<file path="config.mk">
export PLATFORM = sky130hd
export DESIGN_NAME = ship_placement_ctl_flat
export DESIGN_NICKNAME = d
export VERILOG_FILES = /design/src/rtl/warships_pkg.sv /design/src/rtl/ship_placement_ctl_if.sv /design/src/rtl/grid_hit_decode.sv /design/src/rtl/ship_placement_ctl.sv /design/src/flat_wrapper.sv
export SDC_FILE = /design/constraint.sdc
export NUM_CORES = 1
export LEC_CHECK = 0
export BUFFER_PORTS_ARGS = -buffer_cell sky130_fd_sc_hd__buf_4
export CORE_MARGIN = 2
export CORE_UTILIZATION = 40
export CTS_CLUSTER_DIAMETER = 80
export DETAILED_ROUTE_END_ITERATION = 10
export GPL_ROUTABILITY_DRIVEN = 0
export PLACE_DENSITY = 0.66
export SYNTH_ARGS = -nofsm -noshare
export SYNTH_HDL_FRONTEND = slang
export SYNTH_SLANG_ARGS = --single-unit
</file>
<file path="constraint.sdc">
create_clock -name clk -period 15.22 [get_ports clk]
set_input_delay 1.522 -clock clk [delete_from_list [all_inputs] [get_ports clk]]
set_output_delay 1.522 -clock clk [all_outputs]
set_load 0.03 [all_outputs]
</file>
<file path="src/rtl/warships_pkg.sv">
// warships_pkg: cell encoding, board geometry and controller state types
// shared by the placement controller, board_mem and draw_ships.
package warships_pkg;
    typedef enum logic [1:0] {EMPTY = 2'b00, SHIP = 2'b01, HIT = 2'b10, MISS = 2'b11} cell_state_t;
    typedef enum logic [1:0] {S_CLEAR, S_PLACE, S_READY} ctl_state_t;
    localparam int GRID_SIZE = 12;
    localparam int COORD_W = 4;
    localparam int ADDR_W = 2 * COORD_W;
    localparam int CELLS = GRID_SIZE * GRID_SIZE;
endpackage

</file>
<file path="src/rtl/ship_placement_ctl_if.sv">
// ship_placement_ctl_if: synchronised mouse/clear inputs and the board_mem
// write port plus placement status; master is the controller side.
interface ship_placement_ctl_if;
    logic [11:0] mouse_x_pos;
    logic [11:0] mouse_y_pos;
    logic mouse_left;
    logic clear_req;
    logic [warships_pkg::ADDR_W-1:0] board_write_addr;
    logic [1:0] board_write_data;
    logic board_write_enable;
    logic [7:0] ship_cells;
    logic placement_done;
    modport master (
        input mouse_x_pos, mouse_y_pos, mouse_left, clear_req,
        output board_write_addr, board_write_data, board_write_enable, ship_cells, placement_done
    );
    modport slave (
        output mouse_x_pos, mouse_y_pos, mouse_left, clear_req,
        input board_write_addr, board_write_data, board_write_enable, ship_cells, placement_done
    );
endinterface

</file>
<file path="src/rtl/grid_hit_decode.sv">
// grid_hit_decode: pixel position to grid cell and button hit flags.
// All comparisons are unsigned 12-bit, so pixels left/above an edge never wrap in.
module grid_hit_decode #(
    parameter int X_POS = 100,
    parameter int Y_POS = 200,
    parameter int GRID_SIZE = 12,
    parameter int CELL_SHIFT = 5,
    parameter int BTN_X = 448,
    parameter int BTN_Y = 40,
    parameter int BTN_W = 128,
    parameter int BTN_H = 64
) (
    input logic [11:0] x,
    input logic [11:0] y,
    output logic in_grid,
    output logic [3:0] cx,
    output logic [3:0] cy,
    output logic in_btn
);
    localparam logic [11:0] GX0 = 12'(X_POS);
    localparam logic [11:0] GY0 = 12'(Y_POS);
    localparam logic [11:0] GX1 = 12'(X_POS + (GRID_SIZE << CELL_SHIFT));
    localparam logic [11:0] GY1 = 12'(Y_POS + (GRID_SIZE << CELL_SHIFT));
    localparam logic [11:0] BX0 = 12'(BTN_X);
    localparam logic [11:0] BY0 = 12'(BTN_Y);
    localparam logic [11:0] BX1 = 12'(BTN_X + BTN_W);
    localparam logic [11:0] BY1 = 12'(BTN_Y + BTN_H);
    logic [11:0] dx, dy;
    assign dx = x - GX0;
    assign dy = y - GY0;
    assign cx = 4'(dx >> CELL_SHIFT);
    assign cy = 4'(dy >> CELL_SHIFT);
    assign in_grid = (x >= GX0) && (x < GX1) && (y >= GY0) && (y < GY1);
    assign in_btn = (x >= BX0) && (x < BX1) && (y >= BY0) && (y < BY1);
endmodule

</file>
<file path="src/rtl/ship_placement_ctl.sv">
// ship_placement_ctl: clears the player board, turns grid clicks into
// single-cell SHIP/EMPTY toggles and accepts START once the fleet is placed.
module ship_placement_ctl #(
    parameter int X_POS = 100,
    parameter int Y_POS = 200,
    parameter int GRID_SIZE = warships_pkg::GRID_SIZE,
    parameter int CELL_SHIFT = 5,
    parameter int BTN_X = 448,
    parameter int BTN_Y = 40,
    parameter int BTN_W = 128,
    parameter int BTN_H = 64,
    parameter int MAX_SHIP_CELLS = 20
) (
    input logic clk,
    input logic rst,
    ship_placement_ctl_if.master bus
);
    import warships_pkg::*;
    localparam logic [3:0] LAST = 4'(GRID_SIZE - 1);
    localparam logic [7:0] MAX = 8'(MAX_SHIP_CELLS);
    ctl_state_t state;
    logic left_q, click, in_grid, in_btn;
    logic [3:0] cx, cy;
    logic [7:0] sweep, idx, sweep_next;
    logic [GRID_SIZE*GRID_SIZE-1:0] shadow;
    grid_hit_decode #(
        .X_POS(X_POS), .Y_POS(Y_POS), .GRID_SIZE(GRID_SIZE), .CELL_SHIFT(CELL_SHIFT),
        .BTN_X(BTN_X), .BTN_Y(BTN_Y), .BTN_W(BTN_W), .BTN_H(BTN_H)
    ) dec (
        .x(bus.mouse_x_pos), .y(bus.mouse_y_pos),
        .in_grid(in_grid), .cx(cx), .cy(cy), .in_btn(in_btn)
    );
    assign click = bus.mouse_left & ~left_q;
    assign idx = 8'(32'(cy) * GRID_SIZE + 32'(cx));
    // sweep is kept directly in {y,x} address form, wrapping x at the grid edge
    assign sweep_next = (sweep[3:0] == LAST) ? {sweep[7:4] + 4'd1, 4'd0} : sweep + 8'd1;
    always_ff @(posedge clk) begin
        if (rst) begin
            state <= S_CLEAR;
            sweep <= '0;
            left_q <= 1'b0;
            shadow <= '0;
            bus.board_write_enable <= 1'b0;
            bus.board_write_addr <= '0;
            bus.board_write_data <= EMPTY;
            bus.ship_cells <= '0;
            bus.placement_done <= 1'b0;
        end else begin
            left_q <= bus.mouse_left;
            bus.board_write_enable <= 1'b0;
            if (bus.clear_req) begin
                state <= S_CLEAR;
                sweep <= '0;
                shadow <= '0;
                bus.ship_cells <= '0;
                bus.placement_done <= 1'b0;
            end else begin
                case (state)
                    S_CLEAR: begin
                        bus.board_write_enable <= 1'b1;
                        bus.board_write_addr <= sweep;
                        bus.board_write_data <= EMPTY;
                        sweep <= sweep_next;
                        if (sweep == {LAST, LAST}) state <= S_PLACE;
                    end
                    S_PLACE: begin
                        if (click && in_grid && shadow[idx]) begin
                            shadow[idx] <= 1'b0;
                            bus.ship_cells <= bus.ship_cells - 8'd1;
                            bus.board_write_enable <= 1'b1;
                            bus.board_write_addr <= {cy, cx};
                            bus.board_write_data <= EMPTY;
                        end else if (click && in_grid && bus.ship_cells < MAX) begin
                            shadow[idx] <= 1'b1;
                            bus.ship_cells <= bus.ship_cells + 8'd1;
                            bus.board_write_enable <= 1'b1;
                            bus.board_write_addr <= {cy, cx};
                            bus.board_write_data <= SHIP;
                        end else if (click && in_btn && bus.ship_cells == MAX) begin
                            state <= S_READY;
                            bus.placement_done <= 1'b1;
                        end
                    end
                    default: bus.placement_done <= 1'b1;
                endcase
            end
        end
    end
endmodule
</file>
<file path="src/flat_wrapper.sv">
// flat-port wrapper written by rule: the top's interface ports become plain ports
module ship_placement_ctl_flat import warships_pkg::*;
#(
    parameter int X_POS = 100,
    parameter int Y_POS = 200,
    parameter int GRID_SIZE = warships_pkg::GRID_SIZE,
    parameter int CELL_SHIFT = 5,
    parameter int BTN_X = 448,
    parameter int BTN_Y = 40,
    parameter int BTN_W = 128,
    parameter int BTN_H = 64,
    parameter int MAX_SHIP_CELLS = 20
)
  (clk, rst, bus_mouse_x_pos, bus_mouse_y_pos, bus_mouse_left, bus_clear_req, bus_board_write_addr, bus_board_write_data, bus_board_write_enable, bus_ship_cells, bus_placement_done);
  ship_placement_ctl_if bus_i ();
  input logic clk;
  input logic rst;
  input wire logic [$bits(bus_i.mouse_x_pos)-1:0] bus_mouse_x_pos;
  input wire logic [$bits(bus_i.mouse_y_pos)-1:0] bus_mouse_y_pos;
  input wire logic [$bits(bus_i.mouse_left)-1:0] bus_mouse_left;
  input wire logic [$bits(bus_i.clear_req)-1:0] bus_clear_req;
  output wire logic [$bits(bus_i.board_write_addr)-1:0] bus_board_write_addr;
  output wire logic [$bits(bus_i.board_write_data)-1:0] bus_board_write_data;
  output wire logic [$bits(bus_i.board_write_enable)-1:0] bus_board_write_enable;
  output wire logic [$bits(bus_i.ship_cells)-1:0] bus_ship_cells;
  output wire logic [$bits(bus_i.placement_done)-1:0] bus_placement_done;
  assign bus_i.mouse_x_pos = bus_mouse_x_pos;
  assign bus_i.mouse_y_pos = bus_mouse_y_pos;
  assign bus_i.mouse_left = bus_mouse_left;
  assign bus_i.clear_req = bus_clear_req;
  assign bus_board_write_addr = bus_i.board_write_addr;
  assign bus_board_write_data = bus_i.board_write_data;
  assign bus_board_write_enable = bus_i.board_write_enable;
  assign bus_ship_cells = bus_i.ship_cells;
  assign bus_placement_done = bus_i.placement_done;
  ship_placement_ctl #(.X_POS(X_POS), .Y_POS(Y_POS), .GRID_SIZE(GRID_SIZE), .CELL_SHIFT(CELL_SHIFT), .BTN_X(BTN_X), .BTN_Y(BTN_Y), .BTN_W(BTN_W), .BTN_H(BTN_H), .MAX_SHIP_CELLS(MAX_SHIP_CELLS)) u_core (.clk(clk), .rst(rst), .bus(bus_i));
endmodule
</file>
======== Word-level counts from Yosys, hierarchy flattened ========
Cells that the tools add are included.
word-level totals
  bits in registers ....................... 175
  input bits .............................. 28
  output and inout port bits .............. 20
  logic and storage cells ................. 91
operators by class
  $add $sub $neg .......................... 7
  $mul .................................... 1
  magnitude comparators ................... 11
  equality and inequality tests ........... 9
  mux-type cells .......................... 27
  bitwise logic cells ..................... 7
  reductions and logical operators ........ 20
operators with widths
  cell                                                                     count
  144-bit two-way mux                                                      2
  144-bit AND                                                              1
  144-bit inverter                                                         1
  144-bit OR                                                               1
  8-bit two-way mux                                                        5
  12-bit by 10-bit < comparator with 1-bit output (second input constant)  2
  8-bit by 1-bit adder with 8-bit output (second input constant)           2
  8-bit case mux with 2 select lines                                       1
  12-bit by 6-bit >= comparator with 1-bit output (second input constant)  1
  12-bit by 7-bit >= comparator with 1-bit output (second input constant)  1
  12-bit by 8-bit >= comparator with 1-bit output (second input constant)  1
  12-bit by 9-bit >= comparator with 1-bit output (second input constant)  1
  1-bit logical AND                                                        12
  12-bit by 7-bit < comparator with 1-bit output (second input constant)   1
  12-bit by 9-bit < comparator with 1-bit output (second input constant)   1
  2-bit two-way mux                                                        6
  8-bit by 9-bit < comparator with 1-bit output (second input constant)    1
  9-bit by 7-bit subtractor with 9-bit output (second input constant)      1
  9-bit by 8-bit subtractor with 9-bit output (second input constant)      1
  8-bit by 4-bit adder with 8-bit output                                   1
  1-bit binary-select mux with 8-bit select                                1
  1-bit demux with 8-bit select                                            1
  8-bit by 5-bit == test with 1-bit output (second input constant)         1
  8-bit == test (second input constant)                                    1
  other kinds (22)                                                         35

======== Logic depth before layout (Yosys ltp) ========
  word-level depth ........................ 10
  depth in mapped cells ................... 28
  mapped depth without buffers ............ 22

======== Hierarchy ========
Synthesis repeated with hierarchy kept, for this count alone.
unflattened totals
  cells, all modules ...................... 972
  area, all modules ....................... 9339.0 um^2
by module, submodules not included
  module              times used  cells an instance  area each (um^2)  seq. area each (um^2)
  ship_placement_ctl  1           943                9126.3            3483.3
  grid_hit_decode     1           29                 212.7             0.0

======== Worst setup path before layout ========
No wires, ideal clock.
  path kind ............................... input-to-reg
  start ................................... in bus_mouse_x_pos[6]
  end ..................................... reg u_core.bus.ship_cells[7]
  setup time .............................. 72 ps
  arrival time ............................ 7082 ps
  required time ........................... 15148 ps
  setup slack ............................. 8066 ps
  stages .................................. 27
  path buffers ............................ 7
  path through ............................ buf_2 -> buf_2 -> buf_2 -> buf_2 -> clkbuf_1 -> a21oi_1 -> xor2_1 -> fa_1 -> clkbuf_1 -> clkbuf_1 -> nor2_1 -> o221ai_1 -> a31oi_1 -> nor4_2 -> nor4_2 -> o211ai_4 -> inv_2 -> ha_1 -> a21o_1 -> a21oi_1 -> o21bai_1 -> a21oi_1 -> o21bai_1 -> a21oi_1 -> nand2_1 -> mux2i_1 -> mux2i_1
between the ends
  cells in the longest elaborated chain, start to end .. 8
  elaborated cells between the ends (all ways) .. 15
  those cells by class .................... 2 x add/sub; 2 x order compare; 3 x mux; 8 x reduce/logical
ends and longest elaborated chain
  item                                                                                                 line                         RTL
  from (decl)                                                                                          flat_wrapper.sv:18           input wire logic [$bits(bus_i.mouse_x_pos)-1:0] bus_mouse_x_pos;
  parallel branches: the longest is 8 deep, another holds 9-bit by 7-bit subtractor with 9-bit output  -
  to (signal assigned)                                                                                 ship_placement_ctl.sv:69     bus.ship_cells <= bus.ship_cells - 8'd1;
  to (signal assigned)                                                                                 ship_placement_ctl.sv:75     bus.ship_cells <= bus.ship_cells + 8'd1;
  to (decl)                                                                                            ship_placement_ctl_if.sv:15  output board_write_addr, board_write_data, board_write_enable, ship_cells, placement_done
Several ways; the timed one is not identified. The select of a mux whose other input is x is not followed.
A chain may end at the register's enable or synchronous reset.

======== Worst setup path after layout ========
  start ................................... in bus_mouse_x_pos[4]
  end ..................................... reg u_core.bus.ship_cells[7]
Same word-level chain as after synthesis.

==> flow_metrics.env <==
export IMPL_status="finished clean"
export IMPL_rsz0062_at_grt="false"
export IMPL_cp_cell_sequence="buf_4, o311ai_2, xor2_1, ha_1, fa_1, inv_1, nor2_1, o221ai_1, a31oi_1, nor4_2, nor4_2, o211ai_4, inv_2, ha_1, a21o_1, a21oi_1, o21bai_1, a21oi_1, o21bai_1, a21oi_1, nand2_1, mux2i_1, mux2i_1"
export IMPL_cts_buffer_depth=2
export IMPL_cts_resized=0
export IMPL_cp_start_kind="input pin"
export IMPL_track_usage_pct=23.3
export IMPL_leakage_nw=3.41
export IMPL_period_needed_ps=8060
export IMPL_firstDrtPassIters=5
export IMPL_post_cts_setup_buffer_count=0
export IMPL_tns_ps=0
export IMPL_yosysSeqAreaShare_pct=36.4
export IMPL_core_area_um2=23500
export IMPL_vias_per_cell=6.40
export IMPL_dpl_hpwl_um=18300
export IMPL_cts_tree="done"
export IMPL_async_reset_ff_share_pct=0
export IMPL_ys_ff_latch=174
export IMPL_synth_edf_count=0
export IMPL_worst_skew_pair_late_latency_ps=440
export IMPL_fin_util_pct=45.3
export IMPL_die_h_um=159
export IMPL_path_clk_slew_ps=70
export IMPL_fin_skew_ps=11.4
export IMPL_grt_max_degree=79
export IMPL_overflow=0
export IMPL_final_common_cell="dfxtp_1"
export IMPL_drc=0
export IMPL_cp_max_fo=17
export IMPL_ys_warn_count=0
export IMPL_antenna_found_initial=0
export IMPL_wl_per_cell_um=20.6
export IMPL_drv_cap=0
export IMPL_start_util_pct=40.7
export IMPL_netlist_area_um2=9560
export IMPL_htreeDepth=4
export IMPL_io_buffers=41
export IMPL_yosys_cell_types_count=78
export IMPL_cp_end_kind="flop"
export IMPL_num_vias=9098
export IMPL_cts_hold_buf=0
export IMPL_grt_pass1_wl_um=46200
export IMPL_maxSlewHeadroom_pct=28.0
export IMPL_num_rows=56
export IMPL_setup_slack_ps=7160
export IMPL_slowest_stage="fa_1"
export IMPL_fp_dieArea_um2=25200
export IMPL_synth_nets=1157
export IMPL_pin_count=48
export IMPL_pre_cts_ws_ps=6870
export IMPL_cts_sinks=174
export IMPL_fin_crit_sh_pct=52.9
export IMPL_vdd_drop_max_v=0.0000800
export IMPL_fmax_ghz=0.124
export IMPL_n_antenna_cell=0
export IMPL_slowest_delay_ps=1070
export IMPL_layout_nets=1134
export IMPL_fin_cells=1421
export IMPL_worst_pin_slew_ps=1070
export IMPL_synth_area_per_cell_um2=8.60
export IMPL_cp_arrival_ps=8420
export IMPL_numCtsBuffers=17
export IMPL_placedCellCount=1389
export IMPL_setup_viol_count_final=0
export IMPL_detail_route_antenna_nets=0
export IMPL_synthCells=1112
export IMPL_critPathBufInv=3
export IMPL_root_buffer="clkbuf_16"
export IMPL_drv_slew=0
export IMPL_hold_path_class="flop to flop"
export IMPL_fin_area_um2=10600
export IMPL_grt_pass1_vias=8363
export IMPL_worst_r2r_setup_slack_ps=11070
export IMPL_final_hold_viol_count=0
export IMPL_required_ps=15590
export IMPL_dpl_instance_area_um2=10000
export IMPL_powerDensity_nw_per_um2=109
export IMPL_final_cell_mix="dfxtp_1, a21oi_1, nand2_1"
export IMPL_die_w_um=159
export IMPL_drt_total_wl_um=29300
export IMPL_ys_flop_type="dfxtp_1"
export IMPL_syn_to_final_growth_pct=11.2
export IMPL_crit_type="input pin to flop"
export IMPL_first_iter_violations=1138
export IMPL_drive_gt1_share_pct=12.3
export IMPL_crit_family="compound AO/OA/AOI/OAI gates"
export IMPL_crit_path_frequent_cell="a21oi_1"
[cell usage after synthesis (8+ instances only)]
library cell	instances	share of area, %
xnor2_1	11	1.0
a211oi_1	72	5.7
inv_1	8	0.31
mux2i_1	38	4.0
ha_1	15	2.0
nor2b_1	8	0.52
o21ai_0	18	0.94
nand2_1	93	3.7
buf_2	15	0.79
mux2_2	12	1.4
nand2b_1	9	0.59
or3_1	9	0.59
o311ai_0	28	2.6
clkbuf_1	80	3.1
o221a_1	10	1.2
o31ai_1	48	3.8
o41ai_1	36	3.3
nor2_1	64	2.5
a31oi_1	16	1.0
dfxtp_1	174	36
o221ai_1	32	2.9
nor3_1	16	0.84
o22ai_1	9	0.59
xor2_1	8	0.73
nand3_1	42	2.2
a21oi_1	125	6.5
[worst min-delay path: cells and delay by family, from the launching register on]
family / cells / cell delay (ps)
buffers and inverters: 1 / 50
AOI/OAI and AO/OA: 1 / 50
DFF: 1 / 310
[final timing paths]
kind,to,cells past startpoint,startpoint
max,u_core.bus.ship_cells[7]$_SDFFE_PP0P_,23,bus_mouse_x_pos[4]
min,u_core.bus.placement_done$_SDFFE_PP0P_,2,u_core.bus.placement_done$_SDFFE_PP0P_
max reg2reg,u_core.bus.ship_cells[7]$_SDFFE_PP0P_,17,u_core.left_q$_SDFF_PP0_
min reg2reg,u_core.bus.placement_done$_SDFFE_PP0P_,2,u_core.bus.placement_done$_SDFFE_PP0P_
[metal layers]
| layer | GRT usage (%) | vias to the layer above | wire [um] |
|---|---|---|---|
| met4 | 8.24 | 0 | 697 |
| li1 | - | 4315 | - |
| met2 | 36.2 | 420 | 13000 |
| met5 | 0 | - | 0 |
| met3 | 4.87 | 47 | 2410 |
| met1 | 31.9 | 4316 | 13200 |
[area by class of cell]
cell class                 count  area (um^2)
fill                        2249        12800
multi-input combinational    827         5670
sequential                   174         3480
clock buffer                  20          457
timing repair buffer          60          450
tap                          319          399
clock inverter                12          145
inverter                       9         33.8
[cell families (layout without fill, tap and decap cells)]
| logic type | after synthesis | count (layout) | synth area share [%] |
|---|---|---|---|
| other | 1 | 1 | 0.0392 |
| adders and majority gates | 17 | 17 | 2.38 |
| buffers and inverters | 111 | 101 | 4.59 |
| muxes | 54 | 54 | 5.98 |
| and+or+nand+nor | 291 | 291 | 14.9 |
| AOI/OAI and AO/OA | 443 | 443 | 33.4 |
| DFF | 174 | 174 | 36.4 |
| xor gates and xnor gates | 21 | 21 | 2.22 |
[metrics by stage]
stage / total power [mW] / hold WS, ps
2_1_floorplan: 0.637 / 445
3_3_place_gp: 0.707 / 440
3_5_place_dp: 0.710 / 448
4_1_cts: 1.16 / 459
5_1_grt: 1.20 / 477
6_report: 1.16 / 452
[power breakdown]
part	switching (mW)	internal (mW)	leakage, nW
sequential	0.000624	0.456	1.40
clock	0.208	0.243	0.294
combinational	0.181	0.0685	1.72
total	0.390	0.767	3.41
Power figures use the tool's default switching activity.
